$ cat config.mk
export PLATFORM = sky130hd
export DESIGN_NAME = iqueue_fifo
export DESIGN_NICKNAME = d
export VERILOG_FILES = /design/src/rtl/pkg_dtypes.sv /design/src/rtl/iqueue_fifo_imm_check.sv /design/src/rtl/iqueue_fifo.sv
export SDC_FILE = /design/constraint.sdc
export NUM_CORES = 1
export LEC_CHECK = 0
export CAP_MARGIN = 40
export CORE_UTILIZATION = 58
export CTS_CLUSTER_DIAMETER = 30
export CTS_CLUSTER_SIZE = 16
export DETAILED_ROUTE_END_ITERATION = 16
export HOLD_SLACK_MARGIN = 0.02
export PLACE_DENSITY = 0.79
export SLEW_MARGIN = 10
export SYNTH_ARGS = -nofsm -noshare
export SYNTH_HDL_FRONTEND = slang
export SYNTH_SLANG_ARGS = --single-unit
$ cat constraint.sdc
create_clock -name i_clk -period 5.4 [get_ports i_clk]
set_input_delay 0.81 -clock i_clk [delete_from_list [all_inputs] [get_ports i_clk]]
set_output_delay 0.81 -clock i_clk [all_outputs]
set_load 0.01 [all_outputs]
$ cat src/rtl/pkg_dtypes.sv
// rtl/pkg_dtypes.sv - shared instruction-queue types, defaults and operand format rule
package pkg_dtypes;

  localparam int IQUEUE_DEPTH_DEFAULT = 8;
  localparam int IQUEUE_CNT_W         = $clog2(IQUEUE_DEPTH_DEFAULT) + 1;

  typedef enum logic [1:0] {
    IMM_OR_NONE = 2'b00,
    OPM_REG     = 2'b01,
    OPM_FWD     = 2'b10,
    OPM_MEM     = 2'b11
  } type_opmode;

  typedef struct packed {
    logic [3:0]  zero;
    logic [11:0] imm;
  } type_imm_operand;

  typedef struct packed {
    logic [11:0] pad;
    logic [3:0]  idx;
  } type_reg_operand;

  typedef union packed {
    type_imm_operand as_imm;
    type_reg_operand as_reg;
  } type_operand;

  typedef struct packed {
    logic [5:0]  opcode;
    type_opmode  op0m;
    type_operand op0;
    type_opmode  op1m;
    type_operand op1;
  } type_iqueue_entry;

  localparam int IQUEUE_ENTRY_W = $bits(type_iqueue_entry);

  typedef struct packed {
    logic [IQUEUE_CNT_W-1:0] count;
    logic                    almost_full;
    logic                    fmt_err;
  } type_iqueue_status;

  // Immediate operands must keep their padding nibble clear.
  function automatic logic entry_fmt_bad(type_iqueue_entry e);
    return ((e.op0m == IMM_OR_NONE) && (e.op0.as_imm.zero != 4'd0)) ||
           ((e.op1m == IMM_OR_NONE) && (e.op1.as_imm.zero != 4'd0));
  endfunction

endpackage

$ cat src/rtl/iqueue_fifo_imm_check.sv
// rtl/iqueue_fifo_imm_check.sv - combinational immediate-operand format checker for one entry
module iqueue_imm_check
  import pkg_dtypes::*;
(
  input  logic [IQUEUE_ENTRY_W-1:0] i_entry,
  output logic                      o_err
);

  assign o_err = entry_fmt_bad(type_iqueue_entry'(i_entry));

endmodule

$ cat src/rtl/iqueue_fifo.sv
// rtl/iqueue_fifo.sv - instruction queue between decode and issue with flush and format check
// Optional same-cycle empty-queue bypass enabled by defining IQUEUE_BYPASS_EN.
module iqueue_fifo
  import pkg_dtypes::*;
#(
  parameter int DEPTH        = IQUEUE_DEPTH_DEFAULT,
  parameter int AFULL_THRESH = 6,
  parameter int LOG2_DEPTH   = $clog2(DEPTH)
) (
  input  logic                      i_clk,
  input  logic                      i_reset,
  input  logic                      i_enq_valid,
  input  logic [IQUEUE_ENTRY_W-1:0] i_enq_entry,
  output logic                      o_enq_ready,
  output logic                      o_deq_valid,
  output logic [IQUEUE_ENTRY_W-1:0] o_deq_entry,
  input  logic                      i_deq_ready,
  input  logic                      i_flush,
  output logic [LOG2_DEPTH:0]       o_count,
  output logic                      o_almost_full,
  output logic                      o_fmt_err
);

  localparam logic [LOG2_DEPTH:0]   CNT_FULL  = (LOG2_DEPTH+1)'(DEPTH);
  localparam logic [LOG2_DEPTH:0]   CNT_AFULL = (LOG2_DEPTH+1)'(AFULL_THRESH);
  localparam logic [LOG2_DEPTH:0]   CNT_ONE   = (LOG2_DEPTH+1)'(1);
  localparam logic [LOG2_DEPTH-1:0] PTR_ONE   = (LOG2_DEPTH)'(1);

  logic [IQUEUE_ENTRY_W-1:0] r_mem [DEPTH];
  logic [LOG2_DEPTH-1:0]     r_wr_ptr;
  logic [LOG2_DEPTH-1:0]     r_rd_ptr;
  logic [LOG2_DEPTH:0]       r_count;
  logic                      r_fmt_err;

  logic w_full;
  logic w_empty;
  logic w_enq_fire;
  logic w_deq_fire;
  logic w_bypass;
  logic w_bypass_take;
  logic w_push;
  logic w_pop;
  logic w_imm_err;

  assign w_full  = (r_count == CNT_FULL);
  assign w_empty = (r_count == '0);

`ifdef IQUEUE_BYPASS_EN
  assign w_bypass = w_empty & i_enq_valid & ~i_flush & ~i_reset;
`else
  assign w_bypass = 1'b0;
`endif

  assign o_enq_ready   = ~w_full & ~i_flush & ~i_reset;
  assign o_deq_valid   = (~w_empty | w_bypass) & ~i_flush;
  assign o_deq_entry   = w_bypass ? i_enq_entry : r_mem[r_rd_ptr];
  assign o_count       = r_count;
  assign o_almost_full = (r_count >= CNT_AFULL);
  assign o_fmt_err     = r_fmt_err;

  assign w_enq_fire    = i_enq_valid & o_enq_ready;
  assign w_deq_fire    = o_deq_valid & i_deq_ready;
  // A bypassed entry consumed in the same cycle never touches storage.
  assign w_bypass_take = w_bypass & i_deq_ready;
  assign w_push        = w_enq_fire & ~w_bypass_take;
  assign w_pop         = w_deq_fire & ~w_bypass_take;

  iqueue_imm_check u_imm_check (
    .i_entry (i_enq_entry),
    .o_err   (w_imm_err)
  );

  always_ff @(posedge i_clk) begin
    if (w_push) begin
      r_mem[r_wr_ptr] <= i_enq_entry;
    end
  end

  always_ff @(posedge i_clk or posedge i_reset) begin
    if (i_reset) begin
      r_wr_ptr <= '0;
      r_rd_ptr <= '0;
      r_count  <= '0;
    end else if (i_flush) begin
      r_wr_ptr <= '0;
      r_rd_ptr <= '0;
      r_count  <= '0;
    end else begin
      if (w_push) begin
        r_wr_ptr <= r_wr_ptr + PTR_ONE;
      end
      if (w_pop) begin
        r_rd_ptr <= r_rd_ptr + PTR_ONE;
      end
      case ({w_push, w_pop})
        2'b10:   r_count <= r_count + CNT_ONE;
        2'b01:   r_count <= r_count - CNT_ONE;
        default: r_count <= r_count;
      endcase
    end
  end

  // Sticky until reset; a flush deliberately leaves it set.
  always_ff @(posedge i_clk or posedge i_reset) begin
    if (i_reset) begin
      r_fmt_err <= 1'b0;
    end else if (w_enq_fire & w_imm_err) begin
      r_fmt_err <= 1'b1;
    end
  end

  a_count_bound: assert property (@(posedge i_clk) disable iff (i_reset) r_count <= CNT_FULL);
  a_no_underflow: assert property (@(posedge i_clk) disable iff (i_reset) !(w_pop && w_empty));
  a_no_overflow: assert property (@(posedge i_clk) disable iff (i_reset) !(w_push && w_full));

endmodule
-- Word level (Yosys, flattened, before mapping)
Memories as Yosys holds them, arrays and structs flattened.
Index checks and enable logic that the tools add are counted.
- register bits after elaboration: 11
- RAM bits: 336
- bits of input ports: 47
- output and inout port bits: 50
- logic and storage cells: 42
- memories kept: 1
- memory list (memory ; words ; bits a word ; read ports ; clocked after memory_dff ; wr ports ; line ; source):
    r_mem ; 8 ; 42 ; 1 ; 0 ; 1 ; iqueue_fifo.sv:29 ; logic [IQUEUE_ENTRY_W-1:0] r_mem [DEPTH];
- add/subtract/negate cells: 4
- order comparisons: 1
- eq/ne operators: 3
- muxes and demuxes: 8
- bitwise logic cells: 10
- reductions and logical operators: 11
- operators by type and width (cell ; count):
    two-way mux 3 bit ; 4
    case mux 4 bit (2 select lines) ; 1
    nonzero test 4 bit ; 2
    adder 3 x 1 -> 3 bit (second input constant) ; 2
    AND 1 bit ; 6
    adder 4 x 1 -> 4 bit (second input constant) ; 1
    == test 4 bit (second input constant) ; 1
    >= comparator 4 x 3 -> 1 bit (second input constant) ; 1
    logical NOT 2 bit ; 2
    logical NOT 4 bit ; 1
    two-way mux 4 bit ; 1
    inverter 1 bit ; 4
    nonzero test 2 bit ; 2
    subtractor 4 x 1 -> 4 bit (second input constant) ; 1
    nonzero test 3 bit ; 1
    == test 2 x 1 -> 1 bit (second input constant) ; 1
    == test 2 bit (second input constant) ; 1
    logical AND 1 bit ; 2
    two-way mux 1 bit ; 2
    logical OR 1 bit ; 1

-- Longest topological paths before layout
Gate-level depths: netlist of the first run.
- depth in word-level cells: 8
- mapped depth: 10
- mapped depth without buffers: 9

-- Modules after synthesis
From an unflattened synthesis of the first run, not the netlist that was laid out.
- cells, all modules: 567
- area total of the unflattened synthesis: 13386.6 µm²
- modules (own cells, without submodules) (module ; instances ; cells each ; area an instance (µm²) ; sequential area each (µm²)):
    iqueue_fifo ; 1 ; 563 ; 13346.6 ; 10364.9
    iqueue_imm_check ; 1 ; 4 ; 40.0 ; 0.0

-- Worst setup path before layout of the first run
OpenSTA, ideal clock, no wires.
- kind: input port to flip-flop
- from: input i_reset
- to: memory r_mem[1][0] (netlist bit), enable pin
- library setup time: 0.494 ns
- arrival time: 4.399 ns
- required time: 4.906 ns
- slack: 0.508 ns
- stages on the path: 4
- path buffers: 0
- cells stage by stage: inv_1 > and3_2 > nand2_1 > nor3_1
- longest elaborated chain between the ends: 5
- ends and longest elaborated chain (what ; line ; source):
    start: declaration ; iqueue_fifo.sv:11 ; input logic i_reset,
    inverter 1 bit ; iqueue_fifo.sv:54 ; assign o_enq_ready = ~w_full & ~i_flush & ~i_reset;
    AND 1 bit ; iqueue_fifo.sv:54 ;
    named net o_enq_ready ; iqueue_fifo.sv:14 ; output logic o_enq_ready,
    AND 1 bit ; iqueue_fifo.sv:61 ; assign w_enq_fire = i_enq_valid & o_enq_ready;
    two-way mux 1 bit ; iqueue_fifo.sv:74 ; if (w_push) begin
    two-way mux 1 bit (implied by the code) ; iqueue_fifo.sv:75 ; r_mem[r_wr_ptr] <= i_enq_entry;
    end: declaration ; iqueue_fifo.sv:29 ;
The timed path passes the listed nets, and every way through them passes these cells.

-- Worst setup path after layout of the first run
- from: register r_rd_ptr[0]
- to: output o_deq_entry[18]
- longest elaborated chain between the ends: 1
- ends and longest elaborated chain (what ; line ; source):
    start: declaration ; iqueue_fifo.sv:31 ; logic [LOG2_DEPTH-1:0] r_rd_ptr;
    start signal: assignment ; iqueue_fifo.sv:93 ; r_rd_ptr <= r_rd_ptr + PTR_ONE;
    memory read (8 x 42 bit) ; n/a ;
    end: declaration ; iqueue_fifo.sv:16 ; output logic [IQUEUE_ENTRY_W-1:0] o_deq_entry,
No other way between the ends.

==> results of run 1 <==
synthesized netlist by cell type, drive strengths merged:
master,count
a21o,3
a21oi,1
a22o,1
a32o,1
and2,1
and3,1
buf,11
clkbuf,15
dfrtp,11
edfxtp,336
fa,1
ha,4
inv,2
mux2,44
mux2i,1
mux4,84
nand2,8
nand2b,2
nand3,3
nor2,9
nor2b,1
nor3,8
nor3b,2
nor4,3
o2111ai,1
o211ai,1
o21ai,1
o21bai,1
o31a,1
or4b,1
xnor2,1
xor2,4
stage by stage:
| stage | power (uW) | hold slack, ps |
|---|---|---|
| 5_1_grt | 8400 | 555 |
| 2_1_floorplan | 4050 | 513 |
| 3_5_place_dp | 4560 | 496 |
| 6_report | 8150 | 527 |
| 4_1_cts | 8210 | 520 |
| 3_3_place_gp | 4520 | 494 |
layer usage:
metal / global-route usage / routed length, um / vias up
met1: 0.337 / 11100 / 3390
met3: 0.0538 / 2210 / 60
met4: 0.0748 / 565 / 2
li1: - / - / 2710
met5: 0 / 13 / -
met2: 0.406 / 14200 / 317
registers in the layout (all words and copies together) (netlist names):
register and flops:
o_count 4, o_fmt_err 1, r_mem 336, r_rd_ptr 3, r_wr_ptr 3
power by group:
part,switching (uW),internal (uW),total (uW)
clock,1230,2400,3630
combinational,541,833,1370
sequential,139,3010,3150
layout make-up:
type | instances | area share
timing repair buffer | 117 | 0.0700
tap | 285 | 0.0213
clock inverter | 40 | 0.0298
multi-input combinational | 189 | 0.172
inverter | 2 | 0.000449
sequential | 347 | 0.620
clock buffer | 61 | 0.0862
worst paths after layout:
kind / to / slack (ps)
worst max-delay path: o_deq_entry[18] / 1260
worst min-delay path: o_fmt_err / 530
worst min register to register: o_fmt_err / 530
worst max register to register: o_count[3] / 2630
max in group asynchronous: r_rd_ptr[0] / 4370
min in group asynchronous: o_count[3] / 670
kinds of logic (layout without fill, tap and decap cells):
family | after synthesis | in the layout | synth area share
muxes | 129 | 129 | 0.179
AOI/OAI and AO/OA | 11 | 11 | 0.00646
and+or+nand+nor | 39 | 39 | 0.0176
DFF | 347 | 347 | 0.776
buffers and inverters | 28 | 220 | 0.0125
xor gates and xnor gates | 5 | 5 | 0.00328
adders and majority gates | 5 | 5 | 0.00524
==> results.yml, run 1 <==
critical_path:
  critPathKind: "reg2out"
  arrival_ps: 3330
  rr_worst_depth: 9
  critPathLaunch: "r_rd_ptr[0]"
  cp-end-kind: "output port"
  r2r-start: "o_count[0]"
  crit_path_top_delay_cell: "dfrtp_4"
  path_delay_family: "flip-flops"
  cp_num_buf_inv: 2
  worstPathMaxFanout: 39
  cp-start-kind: "flip-flop"
  crit_cells: 4
  crit_required_ps: 4590
  slowest_delay_ps: 960
  path_cells: "buf_4, mux4_2, mux2_2, clkdlybuf4s50_1"
worst_hold_path:
  whs_path_depth: 1
  hp-start: "o_fmt_err"
  hold_path.class: "reg2reg"
synthesis:
  synth_top_area_cell: "edfxtp_1"
  syn_area_sq_um: 13400
  synth-seq-cells: 347
  yosys_warnings: 0
  yosysSeqAreaShare: 0.776
  synth_cells: 564
  ys_types: 37
  synth_top_area_share: 0.755
  postSynthAreaPerCell_sq_um: 23.7
  synthesis.nets: 616
  ys_top_cells_by_area: "edfxtp_1 (75%), mux4_2 (14%), mux2_2 (3.7%), dfrtp_1 (2.1%), buf_6 (0.51%)"
power_and_ir_drop:
  powerDensity_nw_per_um2: 487
  power.leakage_uw: 0.00540
  ir_worst_vdd_mv: 0.335
die:
  start_util: 0.590
  io_pins: 97
  die-area_sq_um: 23700
  core_sq_um: 22600
  die_w_um: 154
  die_h_um: 154
  num_rows: 55
route:
  drc: 0
  wirelength_um: 28000
  vias_per_cell: 6.22
  vias: 6479
  drtIter0Drc: 512
  wl_per_cell_um: 26.9
  ant_nets: 0
  dr.pass1.iters: 5
sta:
  finalCritPeriodShare: 0.767
  hold_viol_final: 0
  slew_headroom: 0.408
  rsz0062_at_grt: "false"
  setup_viol: 0
  post-route-worst-setup-slack_ps: 1260
  worstMarginPinSlew_ps: 886
  finalSetupTns_ps: 0
  fmax_mhz: 242
  slew_violations: 0
  finalCriticalPeriod_ps: 4140
  fin_worst_skew_ps: 7.51
global_routing:
  grt-ovfl-total: 0
  antenna_found_initial: 1
  grt_max_degree: 45
  grt_first_pass_wirelength_um: 42500
  grt_use_total: 0.247
  grt_pass1_vias: 6990
layout:
  area_growth_pct: 25.2
  final_common_cell: "edfxtp_1"
  drive_above_1_share: 0.348
  n_fill_cell: 1179
  finalNonFillerCells: 1041
  seq_area_sq_um: 10400
  n_antenna_cell: 0
  multi_input_area_sq_um: 2880
  utilization: 0.739
  fin_area_sq_um: 16700
  layout_common_cells: "edfxtp_1 (336), clkdlybuf4s50_1 (96), mux4_2 (84)"
  fin_nets: 765
placed_design:
  place_ws_ps: 1780
  dp.cells: 940
  hpwl_um: 14400
  place.gp.congestion: 0.730
  place_area_sq_um: 14800
  io_buffers: 96
job:
  cap_violations: 0
run_status:
  status: "completed"
clocking:
  cts_buffers: 56
  clkSlewWorstSetupHoldPaths_ps: 50
  cts_tree: "done"
  cts_resized: 0
  h-tree-depth: 2
  clk_latency_ps: 540
  root_buffer: "clkbuf_16"
  cts.sinks: 347
  post-cts-setup-buffers: 0
  hold_buffers: 0
  max-clock-path-buffers: 3
Power figures use the tool's default switching activity.
==> inputs of run 2 (changes only) <==
CORE_UTILIZATION = 53   (was 58)
PLACE_DENSITY = 0.76   (was 0.79)
clock period = 3.55 ns   (was 5.4 ns; I/O delays follow)
==> run 2 against run 1 <==
Core utilization shrank 4.7 points. Flip-flop and latch count is the same. Die area grew 9.3%. Clock-buffer cell count shrank 2. Clock skew grew 15 ps. First-iteration DRC count grew 1.8%. Critical path depth is the same. Total power grew 53%. Largest power group unchanged.
==> results.yml, run 2 (same netlist as run 1, synthesis figures left out) <==
critical_path:
  worstPathMaxFanout: 36
  cp-start-kind: "flip-flop"
  cp-end-kind: "output port"
  critPathKind: "reg2out"
  path_delay_family: "buffers and inverters"
  crit_path_top_delay_cell: "dfrtp_4"
  crit_required_ps: 3020
  arrival_ps: 2940
  path_cells: "buf_4, mux4_2, mux2_2, clkdlybuf4s50_1"
  cp_num_buf_inv: 2
  slowest_delay_ps: 800
route:
  wl_per_cell_um: 25.3
  wirelength_um: 27700
  vias_per_cell: 5.86
  ant_nets: 0
  drtIter0Drc: 521
  drc: 0
  vias: 6422
  dr.pass1.iters: 4
die:
  core_sq_um: 24500
  die-area_sq_um: 25900
  die_w_um: 161
  num_rows: 57
  die_h_um: 161
  start_util: 0.545
  io_pins: 97
clocking:
  cts.sinks: 347
  max-clock-path-buffers: 3
  post-cts-setup-buffers: 0
  h-tree-depth: 2
  cts_tree: "done"
  hold_buffers: 0
  clk_latency_ps: 590
  clkSlewWorstSetupHoldPaths_ps: 50
  cts_buffers: 57
  cts_resized: 0
  root_buffer: "clkbuf_16"
layout:
  fin_nets: 775
  area_growth_pct: 27.0
  layout_common_cells: "edfxtp_1 (336), clkdlybuf4s50_1 (96), mux4_2 (84)"
  final_common_cell: "edfxtp_1"
  largest_reg_flops: 336
  finalNonFillerCells: 1095
  n_antenna_cell: 0
  regMostFlops: "r_mem"
  drive_above_1_share: 0.361
sta:
  finalCriticalPeriod_ps: 3480
  hold_viol_final: 0
  fin_worst_skew_ps: 22.8
  post-route-worst-setup-slack_ps: 73.3
  rsz0062_at_grt: "false"
  slew_headroom: 0.609
  worstMarginPinSlew_ps: 586
  whs_ps: 369
  finalCritPeriodShare: 0.979
  setup_viol: 0
  slew_violations: 0
  fmax_mhz: 288
run_status:
  status: "completed"
power_and_ir_drop:
  powerDensity_nw_per_um2: 736
  ir_worst_vdd_mv: 0.447
  power.leakage_uw: 0.00545
  switching_share: 0.242
  switchingPower_uw: 3030
  p_clk_frac: 0.445
  p_int_uw: 9470
  comb_power_share: 0.180
  seq_power_share: 0.375
placed_design:
  io_buffers: 96
  place.gp.congestion: 0.808
  hpwl_um: 14400
  dp.cells: 982
  place_ws_ps: 511
global_routing:
  grt_max_degree: 42
  grt_use_total: 0.223
  grt_pass1_vias: 6915
  grt_first_pass_wirelength_um: 42200
  antenna_found_initial: 0
  grt-ovfl-total: 0
worst_hold_path:
  hold_path.class: "in2async"
job:
  cap_violations: 0
## run 2: cell count changes in the layout (fill, tap and decap cells not counted), sizes merged
cell / change
inv: +3
bufinv: -2
clkinv: +1
clkinvlp: +6
clkbuf: -2
buf: +9
## run 2: worst register-to-register path, stage by stage, from the launching register on
cell and delay, ps:
dfrtp_1 450, nor4_1 510, nor3b_2 80, buf_4 180, and2_2 230, ha_1 270, a21o_1 170, a21oi_1 230
nand3_1 130, o2111ai_1 120, o211ai_1 120
## run 2: final timing paths
check	to	slack, ps	startpoint	cells past startpoint
max	o_deq_entry[3]	70	r_rd_ptr[1]	4
min	o_count[0]	370	i_reset	3
max reg2reg	o_count[3]	920	o_count[2]	10
min reg2reg	o_fmt_err	490	o_fmt_err	1
max in group asynchronous	r_rd_ptr[0]	2990	i_reset	3
min in group i_clk	o_fmt_err	490	o_fmt_err	1
## run 2: per-layer routing
layer	track usage	routed length, um	up-vias
li1	-	-	2739
met1	0.298	11200	3377
met2	0.370	14100	265
met3	0.0488	1920	41
met4	0.0708	465	0
met5	0	0	-
## run 2: metrics by stage
step,utilization,setup TNS (ps),area [sq um],total power [uW]
floorplan,-,-134150,13400,6160
global placement,0.609,0,14900,6910
detailed placement,0.609,0,14900,6960
CTS,0.690,0,16900,12500
global route,0.692,0,17000,12900
finish,0.692,0,17000,12500
## run 2: power groups by stage
stage / sequential, uW / combinational (uW) / clock [uW]
floorplan: 4700 / 1460 / 0
CTS: 4720 / 2220 / 5610
global placement: 4780 / 2140 / 0
detailed placement: 4790 / 2170 / 0
global route: 4690 / 2410 / 5810
finish: 4690 / 2240 / 5560
## run 2: area by class of cell
class / instances / area (sq um)
sequential: 347 / 10400
fill: 1424 / 7560
multi-input combinational: 189 / 2900
clock buffer: 59 / 1430
timing repair buffer: 126 / 1300
clock inverter: 48 / 558
tap: 324 / 405
inverter: 2 / 7.51
==> inputs of run 3 (changes only) <==
CORE_UTILIZATION = 60   (was 53)
PLACE_DENSITY = 0.81   (was 0.76)
clock period = 4.2 ns   (was 3.55 ns; I/O delays follow)
==> run 3 against run 2 <==
Core utilization rose by 8.5 points. First-iteration DRC count rose by 5.4%. Clock-buffer cell count rose by 3. Sequential power fell by 14%. Register-to-register slack improved by 680 ps. Worst hold slack improved by 110 ps. Total power fell by 11%. Worst setup slack improved by 400 ps. Routed wire length rose by 5.5%. Design area barely moved. Clock skew fell by 2.2 ps. Largest cell class unchanged.
==> results.yml, run 3 (same netlist as run 1, synthesis figures left out) <==
critical_path:
  critPathKind: "reg2out"
  cp-start-kind: "flip-flop"
  arrival_ps: 3100
  cp_num_buf_inv: 2
  r2r-start: "o_count[2]"
  crit_required_ps: 3570
  slowest_delay_ps: 920
  crit_path_top_delay_cell: "dfrtp_4"
  worstPathMaxFanout: 48
  r2r_end: "o_count[3]"
  path_cells: "buf_4, mux4_2, mux2_2, clkdlybuf4s50_1"
  path_delay_family: "flip-flops"
  rr_worst_depth: 9
  crit_cells: 4
  worst-r2r-setup-slack_ps: 1600
  cp-end-kind: "output port"
power_and_ir_drop:
  p_int_uw: 8500
  switchingPower_uw: 2570
  switching_share: 0.232
  comb_power_share: 0.162
  powerDensity_nw_per_um2: 653
  ir_worst_vdd_mv: 0.380
  p_clk_frac: 0.473
  power.leakage_uw: 0.00552
  p_total_uw: 11100
  seq_power_share: 0.364
sta:
  slew_violations: 0
  rsz0062_at_grt: "false"
  finalCriticalPeriod_ps: 3730
  finalCritPeriodShare: 0.888
  slew_headroom: 0.493
  whs_ps: 482
  setup_viol: 0
  fin_worst_skew_ps: 20.6
  hold_viol_final: 0
  finalSetupTns_ps: 0
  worstMarginPinSlew_ps: 761
  fmax_mhz: 268
clocking:
  clkSlewWorstSetupHoldPaths_ps: 50
  cts_tree: "done"
  cts_buffers: 59
  cts_resized: 0
  h-tree-depth: 2
  cts.sinks: 347
  hold_buffers: 0
  clk_latency_ps: 570
  root_buffer: "clkbuf_16"
  post-cts-setup-buffers: 0
  max-clock-path-buffers: 3
die:
  io_pins: 97
  start_util: 0.612
  core_sq_um: 21800
  die-area_sq_um: 22900
  die_w_um: 151
  num_rows: 54
  die_h_um: 151
placed_design:
  place.gp.congestion: 0.777
  io_buffers: 96
  dp.cells: 932
  hpwl_um: 13700
route:
  drc: 0
  vias_per_cell: 6.39
  wirelength_um: 29200
  dr.pass1.iters: 5
  ant_nets: 0
  vias: 6667
  drtIter0Drc: 549
  wl_per_cell_um: 28.0
worst_hold_path:
  whs_path_depth: 1
  hold_path.class: "reg2reg"
  holdPathEnd: "o_fmt_err"
  hp-start: "o_fmt_err"
global_routing:
  grt_first_pass_wirelength_um: 43000
  antenna_found_initial: 0
  grt_pass1_vias: 7014
  grt-ovfl-total: 0
  grt_use_total: 0.268
  grt_max_degree: 49
layout:
  n_fill_cell: 1045
  finalNonFillerCells: 1043
  largest_reg_flops: 336
  drive_above_1_share: 0.354
  n_antenna_cell: 0
  utilization: 0.777
  layout_common_cells: "edfxtp_1 (336), clkdlybuf4s50_1 (96), mux4_2 (84)"
  final_common_cell: "edfxtp_1"
  area_growth_pct: 26.9
  regMostFlops: "r_mem"
  fin_nets: 765
job:
  cap_violations: 0
run_status:
  status: "completed"
## run 3: cell count changes in the layout (fill, tap and decap cells not counted), sizes merged
cell,previous run,this run
inv,9,10
clkbuf,59,62
clkinv,18,22
bufinv,8,15
buf,30,18
clkinvlp,15,4
## run 3: layer usage
layer	global-route usage	up-vias	routed length, um
met5	0	-	0
met4	0.101	0	728
met1	0.364	3530	11500
met3	0.0593	62	2230
li1	-	2715	-
met2	0.431	360	14700
## run 3: cell type report
class                   instances  area, sq um  area share
clock buffers                  62         1510      0.0890
clock inverters                49          687      0.0405
inverters                       2         7.51    0.000443
multi-input cells             189         2900       0.171
flip-flops and latches        347        10400       0.612
well taps                     280          350      0.0207
repair buffers                114         1130      0.0668
## run 3: per-stage QoR
step	instance area, sq um	worst slack [ps]
after floorplan	13400	-512
after global placement	14800	927
after detailed placement	14800	836
after CTS	17000	410
after global routing	17000	323
final	17000	471
## run 3: power groups by stage
stage | registers [uW] | clock network [uW] | logic [uW]
floorplan | 3980 | 0 | 1230
global placement | 4090 | 0 | 1720
detailed placement | 4100 | 0 | 1760
CTS | 4040 | 5290 | 1820
global route | 4050 | 5430 | 1910
finish | 4030 | 5240 | 1790
## run 3: how the worst max path moves through the flow
stage	from	end
after floorplan	i_reset	r_mem[1][0]
after global routing	r_rd_ptr[0]	o_deq_entry[17]
after global placement	i_flush	o_count[3]
after CTS	r_rd_ptr[0]	o_deq_entry[17]
final	r_rd_ptr[1]	o_deq_entry[25]
after detailed placement	i_flush	o_count[3]
